[config.mk]
export PLATFORM = sky130hd
export DESIGN_NAME = dmem_arbiter
export DESIGN_NICKNAME = d
export VERILOG_FILES = /design/src/rtl/dmem_arbiter.sv
export SDC_FILE = /design/constraint.sdc
export NUM_CORES = 1
export LEC_CHECK = 0
export BUFFER_PORTS_ARGS = -buffer_cell sky130_fd_sc_hd__clkbuf_2
export CAP_MARGIN = 10
export CORE_MARGIN = 2
export CORE_UTILIZATION = 40
export DETAILED_ROUTE_END_ITERATION = 7
export HOLD_SLACK_MARGIN = 0.1
export PLACE_DENSITY = 0.81
export SYNTH_ARGS = -nofsm -noshare
export SYNTH_HDL_FRONTEND = slang
export SYNTH_SLANG_ARGS = --single-unit
[constraint.sdc]
create_clock -name clka -period 1.27 [get_ports clka]
set_clock_uncertainty 0.05 [all_clocks]
set_input_delay 0.1905 -clock clka [delete_from_list [all_inputs] [get_ports clka]]
set_output_delay 0.1905 -clock clka [all_outputs]
set_load 0.05 [all_outputs]
[src/rtl/dmem_arbiter.sv]
// dmem_arbiter
// Shares the single-port data memory between the CPU MEM stage (port 0) and
// the debug/loader DMA port (port 1). One command is accepted per cycle in
// stage A, registered, and presented to the memory in stage B. Read data is
// captured at the end of stage B and returned with a one-cycle valid pulse
// on the owning port.
module dmem_arbiter #(
    parameter int ADDR_W     = 8,
    parameter int DATA_W     = 16,
    parameter int FIXED_PRIO = 0
) (
    input  logic              clka,
    input  logic              rst,

    input  logic              p0_req,
    input  logic              p0_we,
    input  logic [ADDR_W-1:0] p0_addr,
    input  logic [DATA_W-1:0] p0_wdata,
    output logic              p0_gnt,
    output logic              p0_stall,
    output logic [DATA_W-1:0] p0_rdata,
    output logic              p0_rvalid,

    input  logic              p1_req,
    input  logic              p1_we,
    input  logic [ADDR_W-1:0] p1_addr,
    input  logic [DATA_W-1:0] p1_wdata,
    output logic              p1_gnt,
    output logic [DATA_W-1:0] p1_rdata,
    output logic              p1_rvalid,

    output logic              mem_ena,
    output logic              mem_wea,
    output logic [ADDR_W-1:0] mem_addra,
    output logic [DATA_W-1:0] mem_dina,
    input  logic [DATA_W-1:0] mem_douta
);

    // Arbitration state: 1 means port 1 held the most recent accepted transfer.
    logic              r_last_grant;

    // Stage B command register.
    logic              r_cmd_valid;
    logic              r_cmd_port;
    logic              r_cmd_we;
    logic [ADDR_W-1:0] r_cmd_addr;
    logic [DATA_W-1:0] r_cmd_wdata;

    // Read return registers.
    logic              r_p0_rvalid;
    logic              r_p1_rvalid;
    logic [DATA_W-1:0] r_p0_rdata;
    logic [DATA_W-1:0] r_p1_rdata;

    logic              w_gnt0;
    logic              w_gnt1;
    logic              w_accept;
    logic              w_rd_ret;

    // Stage A: choose at most one winner; nothing is granted during reset.
    always_comb begin
        w_gnt0 = 1'b0;
        w_gnt1 = 1'b0;
        if (!rst) begin
            if (p0_req && p1_req) begin
                // Tie: fixed priority favours port 0, otherwise the port
                // that did not win the previous transfer goes next.
                if ((FIXED_PRIO != 0) || r_last_grant) begin
                    w_gnt0 = 1'b1;
                end else begin
                    w_gnt1 = 1'b1;
                end
            end else begin
                w_gnt0 = p0_req;
                w_gnt1 = p1_req;
            end
        end
    end

    assign w_accept = w_gnt0 | w_gnt1;

    // Register the winning command and remember who won for round-robin.
    always_ff @(posedge clka) begin
        if (rst) begin
            r_last_grant <= 1'b1;
            r_cmd_valid  <= 1'b0;
            r_cmd_port   <= 1'b0;
            r_cmd_we     <= 1'b0;
            r_cmd_addr   <= '0;
            r_cmd_wdata  <= '0;
        end else begin
            r_cmd_valid <= w_accept;
            if (w_accept) begin
                r_last_grant <= w_gnt1;
                r_cmd_port   <= w_gnt1;
                r_cmd_we     <= w_gnt1 ? p1_we    : p0_we;
                r_cmd_addr   <= w_gnt1 ? p1_addr  : p0_addr;
                r_cmd_wdata  <= w_gnt1 ? p1_wdata : p0_wdata;
            end
        end
    end

    // A stage B read is returning data this cycle. Reset is handled by the
    // register branch below, so a read in flight during reset is dropped.
    assign w_rd_ret = r_cmd_valid & ~r_cmd_we;

    // Capture read data into the owning port and pulse its valid for one cycle.
    always_ff @(posedge clka) begin
        if (rst) begin
            r_p0_rvalid <= 1'b0;
            r_p1_rvalid <= 1'b0;
            r_p0_rdata  <= '0;
            r_p1_rdata  <= '0;
        end else begin
            r_p0_rvalid <= w_rd_ret & ~r_cmd_port;
            r_p1_rvalid <= w_rd_ret &  r_cmd_port;
            if (w_rd_ret && !r_cmd_port) begin
                r_p0_rdata <= mem_douta;
            end
            if (w_rd_ret && r_cmd_port) begin
                r_p1_rdata <= mem_douta;
            end
        end
    end

    assign p0_gnt    = w_gnt0;
    assign p1_gnt    = w_gnt1;
    assign p0_stall  = p0_req & ~w_gnt0;

    assign p0_rvalid = r_p0_rvalid;
    assign p1_rvalid = r_p1_rvalid;
    assign p0_rdata  = r_p0_rdata;
    assign p1_rdata  = r_p1_rdata;

    // Enables are gated by reset so a command caught mid-flight never commits.
    assign mem_ena   = r_cmd_valid & ~rst;
    assign mem_wea   = r_cmd_valid & r_cmd_we & ~rst;
    assign mem_addra = r_cmd_addr;
    assign mem_dina  = r_cmd_wdata;

endmodule
==> metrics.md, run 1 <==
| Metric | Value |
|---|---|
| Synth top area share | `0.492` |
| Register-to-register setup slack | `-180 ps` |
| Worst VDD drop | `0.854 mV` |
| Area leader, netlist | `dfxtp_1` |
| WP data required | `1030 ps` |
| CTS tree | `done` |
| Met1 Usage GRT | `0.248` |
| Fmax | `679 MHz` |
| Synth cell types | `25` |
| Footprint of the multi-input gates | `0.00151 mm2` |
| CTS clk-pin slew, worst paths | `70 ps` |
| Clock root buffer | `clkbuf_8` |
| Placed Cells | `468` |
| Synth top area cells | `dfxtp_1 (49%), a221o_1 (9.9%), nor3b_1 (7.7%)` |
| Sw Share | `0.317` |
| Avg Inst Size Synth | `9.62 um2` |
| Avg Vias per Cell | `5.28` |
| Clock Sink Count | `62` |
| Register area share after synthesis | `0.492` |
| GRT Total Usage | `0.206` |
| Largest net degree at the start of global routing | `34` |
| Ys flop type | `dfxtp_1` |
| Most instantiated library cell after synthesis | `dfxtp_1` |
| P_sw | `1.67 mW` |
| Worst EP arrival | `1230 ps` |
| Post-DP HPWL | `4.69 mm` |
| M3 GR Usage | `0.0596` |
| Synth async-reset ratio | `0` |
| WS Path Type | `flop to primary output` |
| Post-synth EDFFs | `0` |
| Setup crit start kind | `flop` |
| Placement Rows | `28` |
| Overall power | `5.27 mW` |
| Final WL | `8.33 mm` |
| Final Setup Violations | `62` |
| Slew HR | `0.376` |
| H-tree depth | `3` |
| Port Buffers | `132` |
| # IOs | `133` |
| Final ANT Viol Nets | `0` |
| Max-slew violations | `0` |
| Drt pass-1 iters | `4` |
| Final hold violations | `0` |
| Core area | `0.00599 mm2` |
| Clk_lat worst skew | `340 ps` |
| DR vias | `2719` |
| Non-Filler Instances | `515` |
| Post-Syn Nets | `332` |
| Initial core utilization | `0.421` |
| Seq pwr share | `0.408` |
| Aggregate negative setup slack | `-6260 ps` |
| Gr busiest metal | `met2` |
| Minimum clock period | `1470 ps` |
| Cell Int Power | `3.60 mW` |
| Storage element area | `0.00124 mm2` |
| Drt wl/cell | `16.2 um` |
| FILL cells | `381` |
| Final setup margin | `-204 ps` |
| Max_cap viols | `0` |
| Vias in the first global route | `2493` |
| Leak Pwr | `2.11 nW` |
| WHS | `126 ps` |
| Met2 GRT Util | `0.342` |
| Status | `finished, violations left` |
| ANT cells | `0` |
| Post-Synthesis Cells | `262` |
| Die area | `0.00695 mm2` |
| Worst Hold Class | `input port to flop` |
| Residual DRC | `0` |
| RSZ-0062 raised after global routing | `yes` |
| Clk pwr share | `0.321` |
| Share of power burned in combinational logic | `0.270` |
| Clk buf depth | `2` |
| Number of warnings issued by yosys | `0` |
| Power Density | `1190 mW/mm2` |
| Share of cells above drive strength 1 | `0.575` |
| Layout Area Growth over Synthesis | `75.6%` |
| Violated checks | `setup timing` |
| CTS buffer count | `9` |
| Initial antenna violation count | `0` |
| First-pass GRT wire length | `11.6 mm` |
| DR iter-0 viols | `87` |
| Period Utilization, post-route | `1.16` |
| Die Span X | `83.4 um` |
| Fin nets | `506` |
| Seq cells post-synth | `62` |
| GPL Wtd Cong | `0.756` |
| Die H | `83.4 um` |
| Mapped Area | `0.00252 mm2` |
| CP Max Fanout | `3` |
| Worst slew pin tran | `932 ps` |
| Top cells by count, synth | `dfxtp_1 (62), nand2_1 (32), nor3b_1 (26)` |
| Setup crit end kind | `primary output` |
| GRT Residual Overflow | `0` |
## sequential cells by signal, indices dropped and copies added (netlist names)
signal / count
mem_dina: 16
p0_rdata: 16
p1_rdata: 16
mem_addra: 8
p0_rvalid: 1
p1_rvalid: 1
r_cmd_port: 1
r_cmd_valid: 1
r_cmd_we: 1
r_last_grant: 1
## kinds of logic (layout without fill, tap and decap cells)
group | count (synthesis) | in the layout | synth area share
buffers and inverters | 24 | 202 | 0.0481
AOI/OAI and AO/OA | 44 | 44 | 0.138
muxes | 16 | 16 | 0.0635
DFF | 62 | 62 | 0.492
and+or+nand+nor | 116 | 116 | 0.258
## worst max-delay path, stage by stage (launching register included)
cell and delay (ps):
dfxtp_2 320, buf_4 120, buf_6 110, nand2_4 70, nand2_4 60, inv_2 60
clkbuf_16 150
## stage by stage
stage | setup slack [ps] | util | instance area [um2]
after floorplan | -201 | - | 2530
after global placement | -169 | 0.575 | 3450
after detailed placement | -223 | 0.575 | 3450
after CTS | -222 | 0.665 | 3990
after global routing | -262 | 0.739 | 4430
final | -204 | 0.739 | 4430
## power groups by stage
stage	combinational, mW	clock [mW]	sequential, mW
6_report	1.43	1.69	2.15
5_1_grt	1.50	1.81	2.16
4_1_cts	1.25	1.71	2.15
3_5_place_dp	1.14	0	2.18
3_3_place_gp	1.12	0	2.18
2_1_floorplan	0.353	0	2.59
## layout by cell type, fill, tap and decap left out, drive strengths merged, types with 2 or more instances in the layout
cell type,n
clkbuf,145
clkinv,2
nand2b,2
dfxtp,62
a21oi,17
a221o,25
nor2,18
and3,25
buf,36
nor3b,26
nand2,34
and3b,2
mux2i,16
nor2b,5
dlygate4sd3,16
and2,2
## final timing paths
kind	from	to	depth (start not counted)
min	p1_wdata[0]	mem_dina[0]$_SDFFE_PP0P_	3
min reg2reg	p1_rdata[7]$_SDFFE_PP0P_	p1_rdata[7]$_SDFFE_PP0P_	2
max	r_last_grant$_SDFFE_PP1P_	p1_gnt	6
max reg2reg	r_last_grant$_SDFFE_PP1P_	mem_dina[7]$_SDFFE_PP0P_	7
## routing by layer
metal / routed length (um) / share of wire
met1: 3280 / 0.39
met2: 4200 / 0.50
met3: 674 / 0.081
met4: 174 / 0.021
met5: 0 / 0
## cell type report
class,instances,share of cell area
multi-input cells,176,0.340
flip-flops and latches,62,0.281
clock buffers,11,0.0319
well taps,75,0.0212
repair buffers,186,0.314
clock inverters,4,0.0107
inverters,1,0.000848
## repair_timing
action                                  CTS  global route
hold buffers                             16             0
setup buffers                             6             5
resized for setup                        33            72
endpoints found under the hold margin    32             0
endpoints found under the setup margin    5            63
gates cloned                              0             6
pin swaps                                 7            41
Note: power is estimated with default switching activity, not from simulation.
==> run 2, diff against run 1 <==
--- a/config.mk
+++ b/config.mk
@@ -7,6 +7,7 @@
 export LEC_CHECK = 0
 export BUFFER_PORTS_ARGS = -buffer_cell sky130_fd_sc_hd__clkbuf_2
 export CAP_MARGIN = 10
+export CORE_ASPECT_RATIO = 1.5
 export CORE_MARGIN = 2
 export CORE_UTILIZATION = 40
 export DETAILED_ROUTE_END_ITERATION = 7
==> run 2 against run 1 <==
  * The flow still finishes with violations (setup timing)
  * Critical path type unchanged
  * Sequential power about the same
  * Power up 2.2%
  * Core utilization down 3.2 points
  * Via count up 5.0%
  * First-iteration DRC count up 130%
  * Highest routed layer unchanged
  * Sequential cell count unchanged
  * Hold slack better by 7.7 ps
  * Sequential share of layout area up 0.69 points
  * Clock power up 6%
  * Cell count down 0.97%
  * Die area up 0.19%
  * Critical path depth unchanged
==> metrics.md, run 2 (synthesized netlist as in run 1, its figures left out) <==
| Metric | Value |
|---|---|
| Status | `finished, violations left (unchanged)` |
| Violated checks | `setup timing (unchanged)` |
| Crit path max-delay cell type | `dfxtp_4 (was dfxtp_2)` |
| GRT Total Usage | `0.234 (was 0.206)` |
| DP Worst Slack | `-287 ps (was -223 ps)` |
| Setup crit start kind | `flop (unchanged)` |
| FILL cells | `408 (was 381)` |
| Residual DRC | `0 (unchanged)` |
| Clock Sink Count | `62 (unchanged)` |
| # IOs | `133 (unchanged)` |
| Largest net degree at the start of global routing | `54 (was 34)` |
| Core area | `0.00613 mm2 (was 0.00599 mm2)` |
| Final ANT Viol Nets | `0 (unchanged)` |
| Non-Filler Instances | `510 (was 515)` |
| DR vias | `2856 (was 2719)` |
| Port Buffers | `132 (unchanged)` |
| Drt wl/cell | `19.9 um (was 16.2 um)` |
| Worst path most repeated cell | `nand2_8 (was nand2_4)` |
| Placement Rows | `35 (was 28)` |
| Cell Chain, Critical Path | `buf_4 > buf_6 > nand2_8 > nand2_8 > inv_4 > clkbuf_16 (was buf_4 > buf_6 > nand2_4 > nand2_4 > inv_2 > clkbuf_16)` |
| Layout Area Growth over Synthesis | `72.0% (was 75.6%)` |
| Final WL | `10.1 mm (was 8.33 mm)` |
| WS Path Type | `flop to primary output (unchanged)` |
| CP top delay family | `buffers and inverters (unchanged)` |
| Slew HR | `0.352 (was 0.376)` |
| Worst EP arrival | `1310 ps (was 1230 ps)` |
| CTS buffer count | `9 (unchanged)` |
| CTS clk-pin slew, worst paths | `80 ps (was 70 ps)` |
| Leak Pwr | `1.97 nW (was 2.11 nW)` |
| GPL Wtd Cong | `0.728 (was 0.756)` |
| Final Setup Violations | `53 (was 62)` |
| Max_cap viols | `0 (unchanged)` |
| Placed Cells | `462 (was 468)` |
| Power Density | `1240 mW/mm2 (was 1190 mW/mm2)` |
| Fmax | `644 MHz (was 679 MHz)` |
| H-tree depth | `3 (unchanged)` |
| Minimum clock period | `1550 ps (was 1470 ps)` |
| Clk buf depth | `2 (unchanged)` |
| CTS tree | `done (unchanged)` |
| Fin nets | `501 (was 506)` |
| Final hold violations | `0 (unchanged)` |
| Final setup margin | `-282 ps (was -204 ps)` |
| Worst Hold Class | `input port to flop (unchanged)` |
| Worst VDD drop | `0.630 mV (was 0.854 mV)` |
| Worst path bufs/invs | `4 (unchanged)` |
| GRT Residual Overflow | `0 (unchanged)` |
| Clock root buffer | `clkbuf_8 (unchanged)` |
| Die area | `0.00697 mm2 (was 0.00695 mm2)` |
| Die H | `101 um (was 83.4 um)` |
| CP Max Fanout | `2 (was 3)` |
| DR iter-0 viols | `203 (was 87)` |
| Fin util | `0.707 (was 0.739)` |
| Max-slew violations | `0 (unchanged)` |
| Setup crit end kind | `primary output (unchanged)` |
| Aggregate negative setup slack | `-9030 ps (was -6260 ps)` |
| Worst slew pin tran | `969 ps (was 932 ps)` |
| Die Span X | `68.8 um (was 83.4 um)` |
| Share of cells above drive strength 1 | `0.539 (was 0.575)` |
| Initial antenna violation count | `0 (unchanged)` |
| Most frequent cells in the layout | `clkbuf_2 (124), dfxtp_1 (58), nand2_1 (26) (was clkbuf_2 (125), dfxtp_1 (59), nor3b_1 (25), a221o_1 (25), and3_4 (20))` |
| Drt pass-1 iters | `4 (unchanged)` |
| Initial core utilization | `0.411 (was 0.421)` |
| Avg Vias per Cell | `5.60 (was 5.28)` |
| Clk_lat worst skew | `350 ps (was 340 ps)` |
| Period Utilization, post-route | `1.22 (was 1.16)` |
| Max incr delay on CP | `350 ps (was 320 ps)` |
| RSZ-0062 raised after global routing | `yes (unchanged)` |
| WP data required | `1030 ps (about the same)` |
| Post-DP HPWL | `4.78 mm (was 4.69 mm)` |
| Vias in the first global route | `2586 (was 2493)` |
| ANT cells | `0 (unchanged)` |
| First-pass GRT wire length | `12.2 mm (was 11.6 mm)` |
| Most common cell after layout, fill and taps aside | `clkbuf_2 (unchanged)` |
-- run 2: path summary, 6_finish.rpt --
kind | start | to | slack, ps | cells after the start
setup reg to reg | r_last_grant$_SDFFE_PP1P_ | mem_dina[13]$_SDFFE_PP0P_ | -260 | 7
hold reg to reg | p1_rdata[9]$_SDFFE_PP0P_ | p1_rdata[9]$_SDFFE_PP0P_ | 410 | 2
hold / removal | p1_wdata[3] | mem_dina[3]$_SDFFE_PP0P_ | 130 | 3
setup / recovery | r_last_grant$_SDFFE_PP1P_ | p1_gnt | -280 | 6
-- run 2: per-layer routing --
metal  track usage  part of all wire
met1         0.242              0.36
met2         0.439              0.54
met3        0.0444             0.078
met4         0.103             0.023
met5             0                 0
-- run 2: through the flow --
step	hold slack (ps)	total power [mW]	instance area, um2
floorplan	277	2.94	2530
global placement	379	3.28	3380
detailed placement	383	3.30	3380
CTS	102	5.14	3950
global route	133	5.56	4340
finish	134	5.39	4340
-- run 2: power by group --
part	switching [mW]	internal, mW
combinational	0.861	0.581
sequential	0.0855	2.07
clock	0.836	0.953
-- run 2: area by class of cell --
type                            instances  area (um2)  share of cell area
Clock inverter                          6        61.3              0.0141
Tap cell                               74        92.6              0.0214
Multi-Input combinational cell        177        1430               0.330
Timing Repair Buffer                  180        1360               0.313
Sequential cell                        62        1250               0.288
Inverter                                1        6.26             0.00144
Clock buffer                           10         138              0.0317
-- run 2: worst reg2reg max path: cells and delay by family (launching register included) --
kind            cells  cell delay [ps]
simple gates        2              230
flops               1              350
buf+inv             4              510
compound gates      1              260
-- run 2: what timing repair did --
action,4_1_cts,5_1_grt
hold buffers,16,0
buffers inserted,4,5
pin swaps,2,4
endpoints found under the setup margin,5,52
gates resized for setup,31,54
endpoints found under the hold margin,32,0
gates cloned,1,6
==> run 3, diff against run 2 <==
--- a/config.mk
+++ b/config.mk
@@ -12,7 +12,7 @@
 export CORE_UTILIZATION = 40
 export DETAILED_ROUTE_END_ITERATION = 7
 export HOLD_SLACK_MARGIN = 0.1
-export PLACE_DENSITY = 0.81
+export PLACE_DENSITY = 0.82
 export SYNTH_ARGS = -nofsm -noshare
 export SYNTH_HDL_FRONTEND = slang
 export SYNTH_SLANG_ARGS = --single-unit
==> constraint.sdc (replaced) <==
create_clock -name clka -period 1.26 [get_ports clka]
set_clock_uncertainty 0.05 [all_clocks]
set_input_delay 0.189 -clock clka [delete_from_list [all_inputs] [get_ports clka]]
set_output_delay 0.189 -clock clka [all_outputs]
set_load 0.05 [all_outputs]
==> run 3 against run 2 <==
  * The run still ends with setup timing left
  * Clock-buffer cell count unchanged
  * Combinational power up 6%
  * Sequential share of layout area decreased by 1.0 points
  * Die area did not move
  * Via count grew 1.8%
  * Cell count is 1.8% higher
  * Core utilization grew 2.6 points
  * Sequential cell count is the same
  * Non-clock buffer count rose by 9
  * Wire length increased by 8.8%
  * Cell area grew 3.6%
==> metrics.md, run 3 (synthesized netlist as in run 1, its figures left out) <==
| Metric | Value |
|---|---|
| Final setup margin | `-308 ps (was -282 ps)` |
| Most common cell after layout, fill and taps aside | `clkbuf_2 (unchanged)` |
| Residual DRC | `0 (unchanged)` |
| Worst EP arrival | `1330 ps (was 1310 ps)` |
| Worst path most repeated cell | `nor2b_4 (was nand2_8)` |
| WP data required | `1020 ps (was 1030 ps)` |
| Final hold violations | `0 (unchanged)` |
| Setup crit start kind | `flop (unchanged)` |
| GRT Total Usage | `0.256 (was 0.234)` |
| RSZ-0062 raised after global routing | `yes (unchanged)` |
| Core area | `0.00613 mm2 (unchanged)` |
| Avg Vias per Cell | `5.60 (about the same)` |
| Die H | `101 um (unchanged)` |
| Initial core utilization | `0.411 (unchanged)` |
| Most frequent cells in the layout | `clkbuf_2 (109), dfxtp_1 (59) (was clkbuf_2 (124), dfxtp_1 (58), nand2_1 (26))` |
| Worst Hold Class | `input port to flop (unchanged)` |
| Initial antenna violation count | `0 (unchanged)` |
| Period Utilization, post-route | `1.24` |
| Max_cap viols | `0 (unchanged)` |
| Sw Share | `0.325 (was 0.331)` |
| GPL Wtd Cong | `0.728 (about the same)` |
| Port Buffers | `132 (unchanged)` |
| ANT cells | `0 (unchanged)` |
| P_sw | `1.84 mW (was 1.78 mW)` |
| Overall power | `5.68 mW (was 5.39 mW)` |
| Drt pass-1 iters | `4 (unchanged)` |
| Slew HR | `0.757 (was 0.352)` |
| CP Max Fanout | `3 (was 2)` |
| Worst VDD drop | `0.770 mV (was 0.630 mV)` |
| # IOs | `133 (unchanged)` |
| DR vias | `2906 (was 2856)` |
| FF-to-FF path depth | `6 (was 7)` |
| Seq pwr share | `0.386 (was 0.401)` |
| Clock Sink Count | `62 (unchanged)` |
| Violated checks | `setup timing (unchanged)` |
| Status | `finished, violations left (unchanged)` |
| Final ANT Viol Nets | `0 (unchanged)` |
| CTS buffer count | `9 (unchanged)` |
| Clk buf depth | `2 (unchanged)` |
| Cell Chain, Critical Path | `nand2b_4 > nor2b_4 > buf_6 > nor2b_4 > buf_8 (was buf_4 > buf_6 > nand2_8 > nand2_8 > inv_4 > clkbuf_16)` |
| Power Density | `1260 mW/mm2 (was 1240 mW/mm2)` |
| Leak Pwr | `2.11 nW (was 1.97 nW)` |
| Clock root buffer | `clkbuf_8 (unchanged)` |
| Drt wl/cell | `21.2 um (was 19.9 um)` |
| Final WL | `11.0 mm (was 10.1 mm)` |
| Number of stages on the worst hold path | `3 (unchanged)` |
| Largest net degree at the start of global routing | `23 (was 54)` |
| Max incr delay on CP | `340 ps (was 350 ps)` |
| Aggregate negative setup slack | `-11690 ps (was -9030 ps)` |
| Fin nets | `510 (was 501)` |
| CTS tree | `done (unchanged)` |
| Post-DP HPWL | `4.93 mm (was 4.78 mm)` |
| H-tree depth | `3 (unchanged)` |
| Final Setup Violations | `64 (was 53)` |
| Vias in the first global route | `2660 (was 2586)` |
| Placement Rows | `35 (unchanged)` |
| CTS clk-pin slew, worst paths | `80 ps (about the same)` |
| Layout Area Growth over Synthesis | `78.2% (was 72.0%)` |
| Fmax | `638 MHz` |
| Share of power burned in combinational logic | `0.269 (was 0.268)` |
| Worst slew pin tran | `364 ps (was 969 ps)` |
| First-pass GRT wire length | `13.1 mm (was 12.2 mm)` |
| DR iter-0 viols | `324 (was 203)` |
| Share of cells above drive strength 1 | `0.539 (about the same)` |
| Setup crit end kind | `primary output (unchanged)` |
| WS Path Type | `flop to primary output (unchanged)` |
| Die Span X | `68.8 um (unchanged)` |
| Cell Int Power | `3.83 mW (was 3.61 mW)` |
| Die area | `0.00697 mm2 (unchanged)` |
| Max-slew violations | `0 (unchanged)` |
| Crit path max-delay cell type | `dfxtp_2 (was dfxtp_4)` |
| Minimum clock period | `1570 ps` |
| Clk_lat worst skew | `340 ps (was 350 ps)` |
| GRT Residual Overflow | `0 (unchanged)` |
| Clk pwr share | `0.345 (was 0.332)` |
==> run 3: changes by cell type in the layout (fill, tap and decap cells not counted), moves of 9 or more <==
cell | before | now
and3_4 | 24 | 0
clkbuf_2 | 124 | 109
a21oi_2 | 1 | 13
clkbuf_4 | 0 | 9
and3_1 | 1 | 25
buf_4 | 14 | 25
a21oi_1 | 16 | 4
nand2_4 | 1 | 13
==> run 3: metal layers <==
metal | vias up | wire length, um | part of all wire | GRT usage
li1 | 1303 | - | - | -
met1 | 1394 | 4110 | 0.37 | 0.254
met2 | 182 | 5830 | 0.53 | 0.497
met3 | 27 | 787 | 0.071 | 0.0478
met4 | 0 | 294 | 0.027 | 0.0995
met5 | - | 0 | 0 | 0
==> run 3: worst paths after layout <==
| kind | start | endpoint | slack (ps) |
|---|---|---|---|
| max | r_last_grant$_SDFFE_PP1P_ | p0_stall | -310 |
| min | p1_wdata[15] | mem_dina[15]$_SDFFE_PP0P_ | 120 |
| max reg2reg | r_cmd_we$_SDFFE_PP0P_ | p0_rdata[6]$_SDFFE_PP0P_ | -310 |
| min reg2reg | mem_dina[11]$_SDFFE_PP0P_ | mem_dina[11]$_SDFFE_PP0P_ | 440 |
==> run 3: power by group through the flow <==
stage	registers (mW)	clock network (mW)	logic, mW
final	2.19	1.96	1.53
after CTS	2.17	1.92	1.39
after global placement	2.20	0	1.13
after detailed placement	2.20	0	1.15
after floorplan	2.61	0	0.363
after global routing	2.20	2.07	1.59
==> run 3: metrics by stage <==
stage | worst slack [ps] | hold WS, ps | area (um2) | util | instances
6_report | -308 | 117 | 4490 | 0.733 | 519
4_1_cts | -311 | 101 | 4200 | 0.686 | 513
5_1_grt | -355 | 113 | 4490 | 0.733 | 519
2_1_floorplan | -16.9 | 275 | 2550 | - | 262
3_5_place_dp | -280 | 383 | 3450 | 0.562 | 468
3_3_place_gp | -255 | 376 | 3450 | 0.562 | 468
==> run 3: what timing repair did <==
action | in CTS | in global routing
hold buffers | 16 | 0
gates cloned | 6 | 1
hold endpoints to repair | 32 | 0
buffers inserted | 8 | 5
endpoints found under the setup margin | 51 | 71
resized for setup | 38 | 92
pin swaps | 3 | 27
==> run 3: layout make-up <==
class                           instances  area (um2)
Sequential cell                        62        1250
Timing Repair Buffer                  189        1500
Clock inverter                          6        86.3
Inverter                                1        6.26
Multi-Input combinational cell        177        1440
Tap cell                               74        92.6
Clock buffer                           10         128
Fill cell                             375        1640
==> run 3: worst max-delay path: cells and delay by family, from the launching register on <==
family                 cells  cell delay, ps
and+or+nand+nor            3             380
buffers and inverters      2             270
DFF                        1             340
